===== config.mk =====
export PLATFORM = sky130hd
export DESIGN_NAME = pong_pixel_renderer
export DESIGN_NICKNAME = d
export VERILOG_FILES = /design/src/rtl/pong_pkg.sv /design/src/rtl/pong_ball_ctrl.sv /design/src/rtl/pong_pixel_renderer.sv
export SDC_FILE = /design/constraint.sdc
export NUM_CORES = 1
export LEC_CHECK = 0
export BUFFER_PORTS_ARGS = -buffer_cell sky130_fd_sc_hd__buf_2
export CELL_PAD_IN_SITES_DETAIL_PLACEMENT = 0
export CELL_PAD_IN_SITES_GLOBAL_PLACEMENT = 1
export CORE_AREA = 2 2 128 130
export CTS_CLUSTER_DIAMETER = 120
export DETAILED_ROUTE_END_ITERATION = 10
export DIE_AREA = 0 0 130 132
export GPL_TIMING_DRIVEN = 0
export PLACE_DENSITY = 0.84
export SLEW_MARGIN = 40
export SYNTH_ARGS = -nofsm -noshare
export SYNTH_HDL_FRONTEND = slang
export SYNTH_SLANG_ARGS = --single-unit

===== constraint.sdc =====
create_clock -name clk -period 3.8 [get_ports clk]
set_input_delay 0.38 -clock clk [delete_from_list [all_inputs] [get_ports clk]]
set_output_delay 0.38 -clock clk [all_outputs]
set_load 0.01 [all_outputs]

===== src/rtl/pong_pkg.sv =====
// Shared constants, FSM state type and helpers for the Pong renderer.
// Optional build macro: PONG_CENTER_NET_EN (dashed centre net colour).
package pong_pkg;

  localparam int H_VIS_START = 144;
  localparam int H_VIS_END   = 783;
  localparam int V_VIS_START = 35;
  localparam int V_VIS_END   = 514;
  localparam int SCREEN_W    = 640;
  localparam int SCREEN_H    = 480;

  typedef enum logic [1:0] {
    SERVE     = 2'd0,
    PLAY      = 2'd1,
    GAME_OVER = 2'd2
  } game_state_e;

  localparam logic [3:0] COL_ON  = 4'hF;
  localparam logic [3:0] COL_OFF = 4'h0;
  localparam logic [3:0] COL_NET = 4'h8;

  // Keep a paddle top inside the screen so the whole paddle stays visible.
  function automatic logic [9:0] clamp_pad(input logic [9:0] y, input logic [9:0] y_max);
    return (y > y_max) ? y_max : y;
  endfunction

endpackage


===== src/rtl/pong_ball_ctrl.sv =====
// Frame-rate game logic: serve/play/game-over FSM, ball motion, collisions, scores.
// Everything advances only on frame_tick so the raster never sees a torn frame.
module pong_ball_ctrl
  import pong_pkg::*;
#(
  parameter int BALL_SIZE      = 8,
  parameter int PADDLE_W       = 8,
  parameter int PADDLE_H       = 64,
  parameter int LEFT_PADDLE_X  = 16,
  parameter int RIGHT_PADDLE_X = 616,
  parameter int BALL_SPEED     = 2,
  parameter int SERVE_FRAMES   = 60,
  parameter int WIN_SCORE      = 9
) (
  input  logic        clk,
  input  logic        rst_n,
  input  logic        i_frame_tick,
  input  logic [9:0]  i_pad_l_y,
  input  logic [9:0]  i_pad_r_y,
  output logic [10:0] o_ball_x,
  output logic [10:0] o_ball_y,
  output game_state_e o_state,
  output logic [3:0]  o_score_l,
  output logic [3:0]  o_score_r
);

  localparam int CW = (SERVE_FRAMES > 1) ? $clog2(SERVE_FRAMES) : 1;
  localparam logic [CW-1:0] CNT_LAST = CW'(SERVE_FRAMES - 1);

  localparam logic signed [10:0] SPD   = 11'(BALL_SPEED);
  localparam logic signed [10:0] ZERO  = 11'sd0;
  localparam logic signed [10:0] BX0   = 11'((SCREEN_W - BALL_SIZE) / 2);
  localparam logic signed [10:0] BY0   = 11'((SCREEN_H - BALL_SIZE) / 2);
  localparam logic signed [10:0] X_MAX = 11'(SCREEN_W - BALL_SIZE);
  localparam logic signed [10:0] Y_MAX = 11'(SCREEN_H - BALL_SIZE);
  localparam logic signed [10:0] L_HIT = 11'(LEFT_PADDLE_X + PADDLE_W);
  localparam logic signed [10:0] R_HIT = 11'(RIGHT_PADDLE_X - BALL_SIZE);
  localparam logic [10:0]        PH    = 11'(PADDLE_H);
  localparam logic [10:0]        BS    = 11'(BALL_SIZE);
  localparam logic [3:0]         WIN   = 4'(WIN_SCORE);

  game_state_e       r_state, w_state_nxt;
  logic [CW-1:0]     r_cnt, w_cnt_nxt;
  logic signed [10:0] r_ball_x, r_ball_y, w_bx_nxt, w_by_nxt;
  logic              r_dx, r_dy, w_dx_nxt, w_dy_nxt;   // 1 = +1, 0 = -1
  logic [3:0]        r_score_l, r_score_r, w_sl_nxt, w_sr_nxt;

  logic signed [10:0] w_nx, w_ny;
  logic [10:0]        w_by_u;
  logic               w_ov_l, w_ov_r;
  logic [3:0]         w_sl_inc, w_sr_inc;

  assign w_nx     = r_ball_x + (r_dx ? SPD : -SPD);
  assign w_ny     = r_ball_y + (r_dy ? SPD : -SPD);
  assign w_by_u   = r_ball_y;
  // Vertical overlap is judged on the ball's current row span.
  assign w_ov_l   = (w_by_u < ({1'b0, i_pad_l_y} + PH)) && ((w_by_u + BS) > {1'b0, i_pad_l_y});
  assign w_ov_r   = (w_by_u < ({1'b0, i_pad_r_y} + PH)) && ((w_by_u + BS) > {1'b0, i_pad_r_y});
  assign w_sl_inc = r_score_l + 4'd1;
  assign w_sr_inc = r_score_r + 4'd1;

  // Next-state: serve countdown, ball step with wall/paddle bounce, miss scoring.
  always_comb begin
    w_state_nxt = r_state;
    w_cnt_nxt   = r_cnt;
    w_bx_nxt    = r_ball_x;
    w_by_nxt    = r_ball_y;
    w_dx_nxt    = r_dx;
    w_dy_nxt    = r_dy;
    w_sl_nxt    = r_score_l;
    w_sr_nxt    = r_score_r;
    if (i_frame_tick) begin
      case (r_state)
        SERVE: begin
          w_bx_nxt = BX0;
          w_by_nxt = BY0;
          if (r_cnt == CNT_LAST) begin
            w_cnt_nxt   = '0;
            w_state_nxt = PLAY;
          end else begin
            w_cnt_nxt = r_cnt + CW'(1);
          end
        end
        PLAY: begin
          if (w_ny <= ZERO) begin
            w_by_nxt = ZERO;
            w_dy_nxt = 1'b1;
          end else if (w_ny >= Y_MAX) begin
            w_by_nxt = Y_MAX;
            w_dy_nxt = 1'b0;
          end else begin
            w_by_nxt = w_ny;
          end
          if (!r_dx && (w_nx <= L_HIT) && w_ov_l) begin
            w_bx_nxt = L_HIT;
            w_dx_nxt = 1'b1;
          end else if (r_dx && (w_nx >= R_HIT) && w_ov_r) begin
            w_bx_nxt = R_HIT;
            w_dx_nxt = 1'b0;
          end else if (!r_dx && (w_nx <= ZERO)) begin
            // Left player missed: re-serve towards the left again.
            w_sr_nxt    = w_sr_inc;
            w_dx_nxt    = 1'b0;
            w_bx_nxt    = BX0;
            w_by_nxt    = BY0;
            w_state_nxt = (w_sr_inc == WIN) ? GAME_OVER : SERVE;
          end else if (r_dx && (w_nx >= X_MAX)) begin
            w_sl_nxt    = w_sl_inc;
            w_dx_nxt    = 1'b1;
            w_bx_nxt    = BX0;
            w_by_nxt    = BY0;
            w_state_nxt = (w_sl_inc == WIN) ? GAME_OVER : SERVE;
          end else begin
            w_bx_nxt = w_nx;
          end
        end
        default: ;  // GAME_OVER holds until reset
      endcase
    end
  end

  // Game state register with synchronous reset to a fresh serve.
  always_ff @(posedge clk) begin
    if (!rst_n) begin
      r_state   <= SERVE;
      r_cnt     <= '0;
      r_ball_x  <= BX0;
      r_ball_y  <= BY0;
      r_dx      <= 1'b1;
      r_dy      <= 1'b1;
      r_score_l <= 4'd0;
      r_score_r <= 4'd0;
    end else begin
      r_state   <= w_state_nxt;
      r_cnt     <= w_cnt_nxt;
      r_ball_x  <= w_bx_nxt;
      r_ball_y  <= w_by_nxt;
      r_dx      <= w_dx_nxt;
      r_dy      <= w_dy_nxt;
      r_score_l <= w_sl_nxt;
      r_score_r <= w_sr_nxt;
    end
  end

  assign o_ball_x  = r_ball_x;
  assign o_ball_y  = r_ball_y;
  assign o_state   = r_state;
  assign o_score_l = r_score_l;
  assign o_score_r = r_score_r;

endmodule


===== src/rtl/pong_pixel_renderer.sv =====
// Pong colour stage behind the VGA timing counters: per-pixel ball/paddle
// compare into a pixel_en-gated colour register, frame logic in pong_ball_ctrl.
// Optional build macro: PONG_CENTER_NET_EN draws a dashed grey centre net.
module pong_pixel_renderer
  import pong_pkg::*;
#(
  parameter int BALL_SIZE      = 8,
  parameter int PADDLE_W       = 8,
  parameter int PADDLE_H       = 64,
  parameter int LEFT_PADDLE_X  = 16,
  parameter int RIGHT_PADDLE_X = 616,
  parameter int BALL_SPEED     = 2,
  parameter int SERVE_FRAMES   = 60,
  parameter int WIN_SCORE      = 9
) (
  input  logic        clk,
  input  logic        rst_n,
  input  logic        pixel_en,
  input  logic [15:0] horizontal_count,
  input  logic [15:0] vertical_count,
  input  logic [9:0]  paddle_left_y,
  input  logic [9:0]  paddle_right_y,
  output logic [3:0]  r,
  output logic [3:0]  g,
  output logic [3:0]  b,
  output logic [3:0]  score_left,
  output logic [3:0]  score_right,
  output logic        game_over
);

  localparam logic [9:0] PAD_MAX = 10'(SCREEN_H - PADDLE_H);

  logic [9:0]   w_pl, w_pr;
  logic [15:0]  w_x, w_y, w_bx, w_by, w_pl16, w_pr16;
  logic         w_vis, w_tick, w_ball_hit, w_padl_hit, w_padr_hit;
  logic [10:0]  w_ball_x, w_ball_y;
  game_state_e  w_state;
  logic [3:0]   w_col, r_col;

  assign w_pl   = clamp_pad(paddle_left_y, PAD_MAX);
  assign w_pr   = clamp_pad(paddle_right_y, PAD_MAX);
  assign w_tick = pixel_en && (horizontal_count == 16'd0) && (vertical_count == 16'(V_VIS_END + 1));

  pong_ball_ctrl #(
    .BALL_SIZE(BALL_SIZE), .PADDLE_W(PADDLE_W), .PADDLE_H(PADDLE_H),
    .LEFT_PADDLE_X(LEFT_PADDLE_X), .RIGHT_PADDLE_X(RIGHT_PADDLE_X),
    .BALL_SPEED(BALL_SPEED), .SERVE_FRAMES(SERVE_FRAMES), .WIN_SCORE(WIN_SCORE)
  ) u_ctrl (
    .clk(clk), .rst_n(rst_n), .i_frame_tick(w_tick),
    .i_pad_l_y(w_pl), .i_pad_r_y(w_pr),
    .o_ball_x(w_ball_x), .o_ball_y(w_ball_y), .o_state(w_state),
    .o_score_l(score_left), .o_score_r(score_right)
  );

  assign w_vis  = (horizontal_count >= 16'(H_VIS_START)) && (horizontal_count <= 16'(H_VIS_END)) &&
                  (vertical_count >= 16'(V_VIS_START)) && (vertical_count <= 16'(V_VIS_END));
  assign w_x    = horizontal_count - 16'(H_VIS_START);
  assign w_y    = vertical_count - 16'(V_VIS_START);
  assign w_bx   = {5'd0, w_ball_x};
  assign w_by   = {5'd0, w_ball_y};
  assign w_pl16 = {6'd0, w_pl};
  assign w_pr16 = {6'd0, w_pr};

  assign w_ball_hit = (w_state != GAME_OVER) &&
                      (w_x >= w_bx) && (w_x < w_bx + 16'(BALL_SIZE)) &&
                      (w_y >= w_by) && (w_y < w_by + 16'(BALL_SIZE));
  assign w_padl_hit = (w_x >= 16'(LEFT_PADDLE_X)) && (w_x < 16'(LEFT_PADDLE_X + PADDLE_W)) &&
                      (w_y >= w_pl16) && (w_y < w_pl16 + 16'(PADDLE_H));
  assign w_padr_hit = (w_x >= 16'(RIGHT_PADDLE_X)) && (w_x < 16'(RIGHT_PADDLE_X + PADDLE_W)) &&
                      (w_y >= w_pr16) && (w_y < w_pr16 + 16'(PADDLE_H));

`ifdef PONG_CENTER_NET_EN
  logic w_net;
  assign w_net = (w_x >= 16'd318) && (w_x <= 16'd321) && !w_y[4];
`endif

  // Colour select: blanking, then ball, then paddles, then optional net.
  always_comb begin
    w_col = COL_OFF;
    if (w_vis) begin
      if (w_ball_hit || w_padl_hit || w_padr_hit) w_col = COL_ON;
`ifdef PONG_CENTER_NET_EN
      else if (w_net) w_col = COL_NET;
`endif
    end
  end

  // Colour register: one pixel_en of latency from counters to pins.
  always_ff @(posedge clk) begin
    if (!rst_n)        r_col <= COL_OFF;
    else if (pixel_en) r_col <= w_col;
  end

  assign r         = r_col;
  assign g         = r_col;
  assign b         = r_col;
  assign game_over = (w_state == GAME_OVER);

endmodule


==> results_dict.tcl, run 1 <==
set metrics [dict create \
    finalHoldViolCount 0 \
    grt_max_degree 14 \
    async_reset_ff_share_pct 0 \
    finalMaxSlewViolations 0 \
    clock-root-buffer "clkbuf_16" \
    dr.pass1.iters 5 \
    tightest_slew_ns 0.807 \
    p_int_uw 883 \
    nets 1082 \
    synthesis.instances 806 \
    ant_nets 0 \
    core_um2 15700 \
    synth_cell_type_count 80 \
    gr-usage-all-layers_pct 20.7 \
    postSynthAreaPerCell_um2 7.90 \
    cap_violations 0 \
    p_clk_share_pct 37.9 \
    leakagePower_nw 3.24 \
    synth.cell_area_um2 6370 \
    cpPeakStageDelay_ns 0.51 \
    endpoint_kind "register" \
    clkSlewWorstSetupHoldPaths_ns 0.06 \
    rows 46 \
    ioPinCount 76 \
    whs_path_depth 3 \
    critical_path_buf_inv_count 3 \
    clockBufferDepth 2 \
    cp_top_family "compound AO/OA/AOI/OAI gates" \
    utilization_pct 47.1 \
    rrSetupSlack_ns 0.22 \
    cts_tree "done" \
    p_sw_share_pct 31.0 \
    tns_ns 0 \
    fp.dieW_um 130 \
    cp_cell_sequence "buf_2 > or4_1 > o21ai_1 > nand2b_1 > a31oi_4 > and2_4 > inv_1 > ha_1 > nand3_1 > a211o_1 > nand3_1 > nand3_1 > a2111oi_4 > o21a_2 > buf_4 > nor4_1 > a211o_1" \
    yosysSeqAreaShare_pct 12.6 \
    synth-seq-cells 40 \
    initial_core_util_pct 40.5 \
    r2r_cells 12 \
    placement.cell_area_um2 7030 \
    synth_edf_count 0 \
    worstPathRequired_ns 3.98 \
    synthToLayoutAreaGrowth_pct 16.1 \
    antenna_found_initial 0 \
    fmax_mhz 277 \
    grt_pass1_vias 5940 \
    powerDensity_nw_per_um2 173 \
    numCtsBuffers 5 \
    start_kind "primary input" \
    setup_violations 0 \
    ir_drop_uv 174 \
    place_congestion 0.862 \
    critPathKind "in -> reg" \
    fin_hold_ws_ns 0.452 \
    crit_top_cell "nand3_1" \
    cts_max_level 2 \
    timing.rr.end "u_ctrl.o_score_l[2]$_SDFFE_PN0P_" \
    synth_ff_type "dfxtp_1" \
    insertion_delay_ns 0.29 \
    fin_crit_sh_pct 95.1 \
    port_buffers 72 \
    die_area_um2 17200 \
    pwr-share-comb_pct 29.4 \
    cp_max_fo 10 \
    relSlewSlack_pct 45.7 \
    worstReg2RegStart "u_ctrl.r_dx$_SDFFE_PN1P_" \
    min_from "pixel_en" \
    die_h_um 132 \
    vias_per_cell 5.66 \
    wl_per_cell_um 16.2 \
    cts.sinks 40 \
    grt_pass1_wl_um 29200 \
    status "completed" \
    cp_slowest_cell "or4_1" \
    p_sw_uw 397 \
    wirelength_um 18000 \
    drive_gt1_share_pct 16.0 \
    drc 0 \
    ys_warn_count 0 \
    dp_hpwl_um 14700 \
    period_minus_slack_ns 3.62 \
    clock_skew_ns 0.00584 \
    gr-total-overflow 0 \
    stdcell_area_um2 7390 \
    whs_endpoint "b[2]$_SDFFE_PN0P_" \
    drtIter0Drc 501 \
    hold_class "in -> reg" \
    arrival_ns 3.79 \
    diodes 0 \
    seqPwrFrac_pct 32.7 \
    vias 6304 \
]
layout make-up:
class	count	area, um^2
timing repair buffer	77	398
clock buffer	5	125
multi-input combinational	694	5410
tap	216	270
buffer	23	139
clock inverter	3	42.5
fill	1586	8320
inverter	56	210
sequential	40	803
metal layers:
layer | vias to the layer above | track usage, % | routed length [um]
li1 | 3219 | - | -
met1 | 2928 | 29.1 | 8810
met2 | 135 | 34.6 | 8360
met3 | 22 | 1.66 | 623
met4 | 0 | 4.12 | 227
met5 | - | 0 | 0
worst min-delay path, cell delays in order:
cell     delay, ns
buf_2         0.12
inv_1         0.05
a311o_1       0.15
synthesized netlist by cell type (8+ instances only):
cell type  number  area share [%]
a211oi_1        8            0.94
o31ai_1         9             1.1
nor3_1         29             2.3
nor2_1         48             2.8
nand3_1        34             2.7
and2_1         11             1.1
nand2_1        56             3.3
nand4_1        16             1.6
nor4_1         12             1.2
o21a_1         10             1.2
xnor2_1        30             4.1
a21oi_1        41             3.2
nor2b_1        12             1.2
clkbuf_1       11            0.65
nand2b_1       19             1.9
mux2i_1         9             1.4
o21ai_0        47             3.7
buf_4          11             1.3
ha_1          128              25
xor2_1         17             2.3
inv_1          56             3.3
or3_1           9            0.88
or4_1          11             1.3
dfxtp_1        40              13
o211ai_1        9             1.1
a21o_1          9             1.1
how the worst max path moves through the flow:
stage / startpoint / end / slack, ns / depth (start not counted)
2_1_floorplan: paddle_left_y[0] / u_ctrl.r_dx$_SDFFE_PN1P_ / 0.06 / 16
3_3_place_gp: paddle_left_y[0] / u_ctrl.o_ball_y[3]$_SDFFE_PN1P_ / -1.08 / 16
3_5_place_dp: paddle_left_y[0] / u_ctrl.o_ball_y[3]$_SDFFE_PN1P_ / -0.82 / 16
4_1_cts: paddle_left_y[0] / u_ctrl.o_ball_y[3]$_SDFFE_PN1P_ / 0.0004 / 16
5_1_grt: paddle_right_y[0] / u_ctrl.o_score_l[0]$_SDFFE_PN0P_ / -0.003 / 18
6_report: paddle_left_y[0] / u_ctrl.r_dx$_SDFFE_PN1P_ / 0.18 / 17
per-stage QoR:
stage | setup WS [ns] | cells | total power, mW
after floorplan | 0.0577 | 813 | 0.669
after global routing | -0.00323 | 1114 | 1.36
after CTS | 0.000431 | 1110 | 1.28
after detailed placement | -0.822 | 1101 | 0.793
after global placement | -1.08 | 1101 | 0.789
final | 0.185 | 1114 | 1.28
power groups by stage:
stage	registers, mW	logic (mW)	clock network (mW)
3_3_place_gp	0.429	0.360	0
6_report	0.419	0.376	0.485
5_1_grt	0.419	0.427	0.509
2_1_floorplan	0.429	0.240	0
4_1_cts	0.419	0.369	0.488
3_5_place_dp	0.429	0.365	0
placed cells by master (no fill, tap or decap), types with 11 or more instances in the layout:
| cell type | synthesis | layout |
|---|---|---|
| o21ai_0 | 47 | 40 |
| inv_1 | 56 | 56 |
| buf_4 | 11 | 17 |
| nor2_1 | 48 | 47 |
| nand2b_1 | 19 | 19 |
| nor3_1 | 29 | 27 |
| buf_2 | 0 | 72 |
| xor2_1 | 17 | 16 |
| xnor2_1 | 30 | 29 |
| a21oi_1 | 41 | 40 |
| nand2_1 | 56 | 54 |
| ha_1 | 128 | 128 |
| dfxtp_1 | 40 | 38 |
| nand4_1 | 16 | 16 |
| nand3_1 | 34 | 33 |
| or4_1 | 11 | 11 |
cell families after synthesis:
family	count (synthesis)	share of synthesized area, %
buffers and inverters	79	5.42
muxes	9	1.41
other	1	0.0589
DFF	40	12.6
and+or+nand+nor	293	25.7
AOI/OAI and AO/OA	207	22.6
xor gates and xnor gates	47	6.46
adders and majority gates	130	25.8
flip-flops by register name, summed over array words and instances, names as in the netlist:
signal,count
u_ctrl.o_ball_y,11
u_ctrl.o_ball_x,10
u_ctrl.r_cnt,6
u_ctrl.o_score_l,4
u_ctrl.o_score_r,4
u_ctrl.o_state,2
b,1
u_ctrl.r_dx,1
u_ctrl.r_dy,1
repair_timing:
item	4_1_cts	5_1_grt
gates resized for setup	9	38
setup endpoints to repair	30	31
hold buffers	0	0
pin swaps	0	12
buffers inserted	1	4
Note: power is estimated with default switching activity, not from simulation.
==> run 2: changes to the inputs <==
Settings changed: CELL_PAD_IN_SITES_GLOBAL_PLACEMENT 1 to 2, CORE_AREA 2 2 128 130 to 2 2 148 150, DIE_AREA 0 0 130 132 to 0 0 150 152, PLACE_DENSITY 0.84 to 0.85, SYNTH_HIERARCHICAL set to 1.
==> results_dict.tcl, run 2 <==
set metrics [dict create \
    status "completed" \
    grt_pass1_vias 6501 \
    nets 1186 \
    ioPinCount 76 \
    place_congestion 0.798 \
    grt_max_degree 14 \
    antenna_found_initial 0 \
    pwr-share-comb_pct 33.6 \
    start_kind "primary input" \
    wl_met1_um 9560 \
    arrival_ns 3.85 \
    setup_violations 0 \
    critPathKind "in -> reg" \
    p_clk_share_pct 33.9 \
    gr-total-overflow 0 \
    p_sw_uw 430 \
    synth_cell_type_count 87 \
    diodes 0 \
    highest_layer "met4" \
    cpPeakStageDelay_ns 0.52 \
    endpoint_kind "register" \
    period_minus_slack_ns 3.68 \
    synth_most_common_cell "ha_1" \
    core_um2 21400 \
    largest_reg_flops 11 \
    tns_ns 0 \
    cts_tree "done" \
    leakagePower_nw 3.73 \
    synth_edf_count 0 \
    p_sw_share_pct 33.4 \
    async_reset_ff_share_pct 0 \
    tightest_slew_ns 0.718 \
    cp_slowest_cell "or4_4" \
    numCtsBuffers 5 \
    yosysSeqAreaShare_pct 11.6 \
    synth-seq-cells 40 \
    hold_class "reg -> reg" \
    ant_nets 0 \
    synthesis.instances 886 \
    clock-root-buffer "clkbuf_16" \
    gr-usage-all-layers_pct 17.3 \
    ys_top_cells_by_count "ha_1 (140), inv_1 (84), nand2_1 (65)" \
    worstPathRequired_ns 3.97 \
    seqCellArea_um2 805 \
    final_common_cell "ha_1" \
    die_h_um 152 \
    drc 0 \
    fp.dieW_um 150 \
    postSynthAreaPerCell_um2 7.79 \
    seqPwrFrac_pct 32.5 \
    clock_skew_ns 0.00522 \
    synth.area.top_cells "ha_1 (25%), dfxtp_1 (12%), inv_1 (4.6%)" \
    relSlewSlack_pct 51.8 \
    rsz0062_at_grt "true" \
    cp_cell_sequence "buf_2 > or4_4 > o21ai_1 > nand2b_1 > a31oi_4 > nand2_2 > inv_4 > nand3_2 > xnor2_2 > ha_1 > and4_4 > a211o_1 > a211oi_2 > a31oi_2 > nor4_4 > buf_4 > nor3_4 > o32a_1" \
    die_area_um2 22800 \
    p_int_uw 857 \
    wl_met3_um 649 \
    drtIter0Drc 324 \
    yosys.area.top_type "ha_1" \
    ys_warn_count 6 \
    vias_per_cell 5.19 \
    cap_violations 0 \
    cts_max_level 2 \
    finalHoldViolCount 0 \
    critical_path_buf_inv_count 3 \
    fmax_mhz 272 \
    dr.pass1.iters 4 \
    vias 6596 \
    ir_drop_uv 140 \
    final_cell_mix "ha_1 (138), inv_1 (81), buf_2 (75)" \
    rows 54 \
    finalPower_mw 1.29 \
    finalMaxSlewViolations 0 \
    cp_top_family "simple AND/OR/NAND/NOR gates" \
    insertion_delay_ns 0.28 \
    grt_pass1_wl_um 32500 \
    wirelength_um 19600 \
    cp_max_fo 8 \
    multi_input_area_um2 5890 \
    clkSlewWorstSetupHoldPaths_ns 0.06 \
    wl_per_cell_um 15.4 \
    fin_crit_sh_pct 96.8 \
    powerDensity_nw_per_um2 157 \
    dp_hpwl_um 15700 \
    initial_core_util_pct 32.3 \
    fill_cells 2293 \
    synth.top_cell.area_share_pct 25.4 \
    wl_met2_um 9220 \
    drive_gt1_share_pct 19.1 \
    synth.cell_area_um2 6900 \
    cts.sinks 40 \
    synthToLayoutAreaGrowth_pct 18.4 \
    port_buffers 72 \
    clockBufferDepth 2 \
    synth_ff_type "dfxtp_1" \
]
## run 2: cell count changes after synthesis, sizes merged, moves of 6 or more
cell    delta
ha        +12
nand2      +9
nor3       -6
or2        +6
nor2       +8
or4        -6
buf        +7
and3       +7
inv       +28
a21o       +6
clkbuf     -6
o311ai     -6
a211oi    +11
## run 2: layout make-up
cell class | count | area share [%]
clock inverters | 2 | 0.122
flip-flops and latches | 40 | 9.85
well taps | 280 | 4.29
inverters | 84 | 3.97
multi-input cells | 745 | 72.1
clock buffers | 6 | 1.70
repair buffers | 88 | 5.94
plain buffers | 25 | 2.02
## run 2: metal layers
layer / up-vias / track usage, %
met5: - / 0
met4: 0 / 2.65
met3: 6 / 1.62
met2: 93 / 29.9
met1: 3052 / 23.6
li1: 3445 / -
## run 2: worst reg2reg max path, stage by stage (launching register included)
cell and delay, ns:
dfxtp_4 0.38, clkinvlp_4 0.08, buf_4 0.16, ha_1 0.29, buf_6 0.14, nand2_1 0.10, o31ai_4 0.31, o22ai_2 0.14
or4_4 0.54, or3_4 0.40, a2111oi_4 0.36, buf_6 0.18, nor3_4 0.08, o32a_1 0.36
## run 2: cells by family (layout without fill, tap and decap cells)
kind of cell	after synthesis	count (layout)	synth area share [%]
compound gates	211	211	22.2
other cells	3	11	0.163
mux	8	8	1.16
simple gates	318	318	25.0
fa+ha+maj	142	142	26.0
flops	40	40	11.6
xor+xnor	55	55	6.98
buf+inv	109	205	6.96
## run 2: worst paths after layout
kind / end / start / slack, ns / cells past startpoint
min: u_ctrl/o_score_r[3]$_SDFFE_PN0P_ / u_ctrl/o_score_r[3]$_SDFFE_PN0P_ / 0.50 / 2
max reg2reg: u_ctrl/o_ball_y[6]$_SDFFE_PN1P_ / u_ctrl/r_dx$_SDFFE_PN1P_ / 0.15 / 13
max: u_ctrl/o_ball_y[6]$_SDFFE_PN1P_ / paddle_right_y[0] / 0.12 / 18
min reg2reg: u_ctrl/o_score_r[3]$_SDFFE_PN0P_ / u_ctrl/o_score_r[3]$_SDFFE_PN0P_ / 0.50 / 2
## run 2: power by group through the flow
stage,Combinational (mW),Sequential (mW),Clock [mW]
global route,0.500,0.418,0.468
global placement,0.408,0.429,0
finish,0.432,0.418,0.436
detailed placement,0.410,0.429,0
floorplan,0.277,0.429,0
CTS,0.422,0.419,0.450
## run 2: stage by stage
step | instances | worst slack [ns] | hold slack, ns | util, % | instance area [um^2]
2_1_floorplan | 894 | 0.0354 | 0.447 | - | 6980
3_3_place_gp | 1246 | -0.721 | 0.456 | 36.0 | 7690
3_5_place_dp | 1246 | -0.694 | 0.475 | 36.0 | 7690
4_1_cts | 1268 | 0.00906 | 0.489 | 37.5 | 8000
5_1_grt | 1270 | -0.0195 | 0.520 | 38.3 | 8170
6_report | 1270 | 0.122 | 0.496 | 38.3 | 8170
## run 2: timing repair
| action | 4_1_cts | 5_1_grt |
|---|---|---|
| pin swaps | 5 | 19 |
| gates resized for setup | 13 | 36 |
| hold buffers | 0 | 0 |
| setup endpoints to repair | 29 | 29 |
| endpoints found under the hold margin | 0 | 0 |
| setup buffers | 14 | 2 |
| cloned | 0 | 0 |
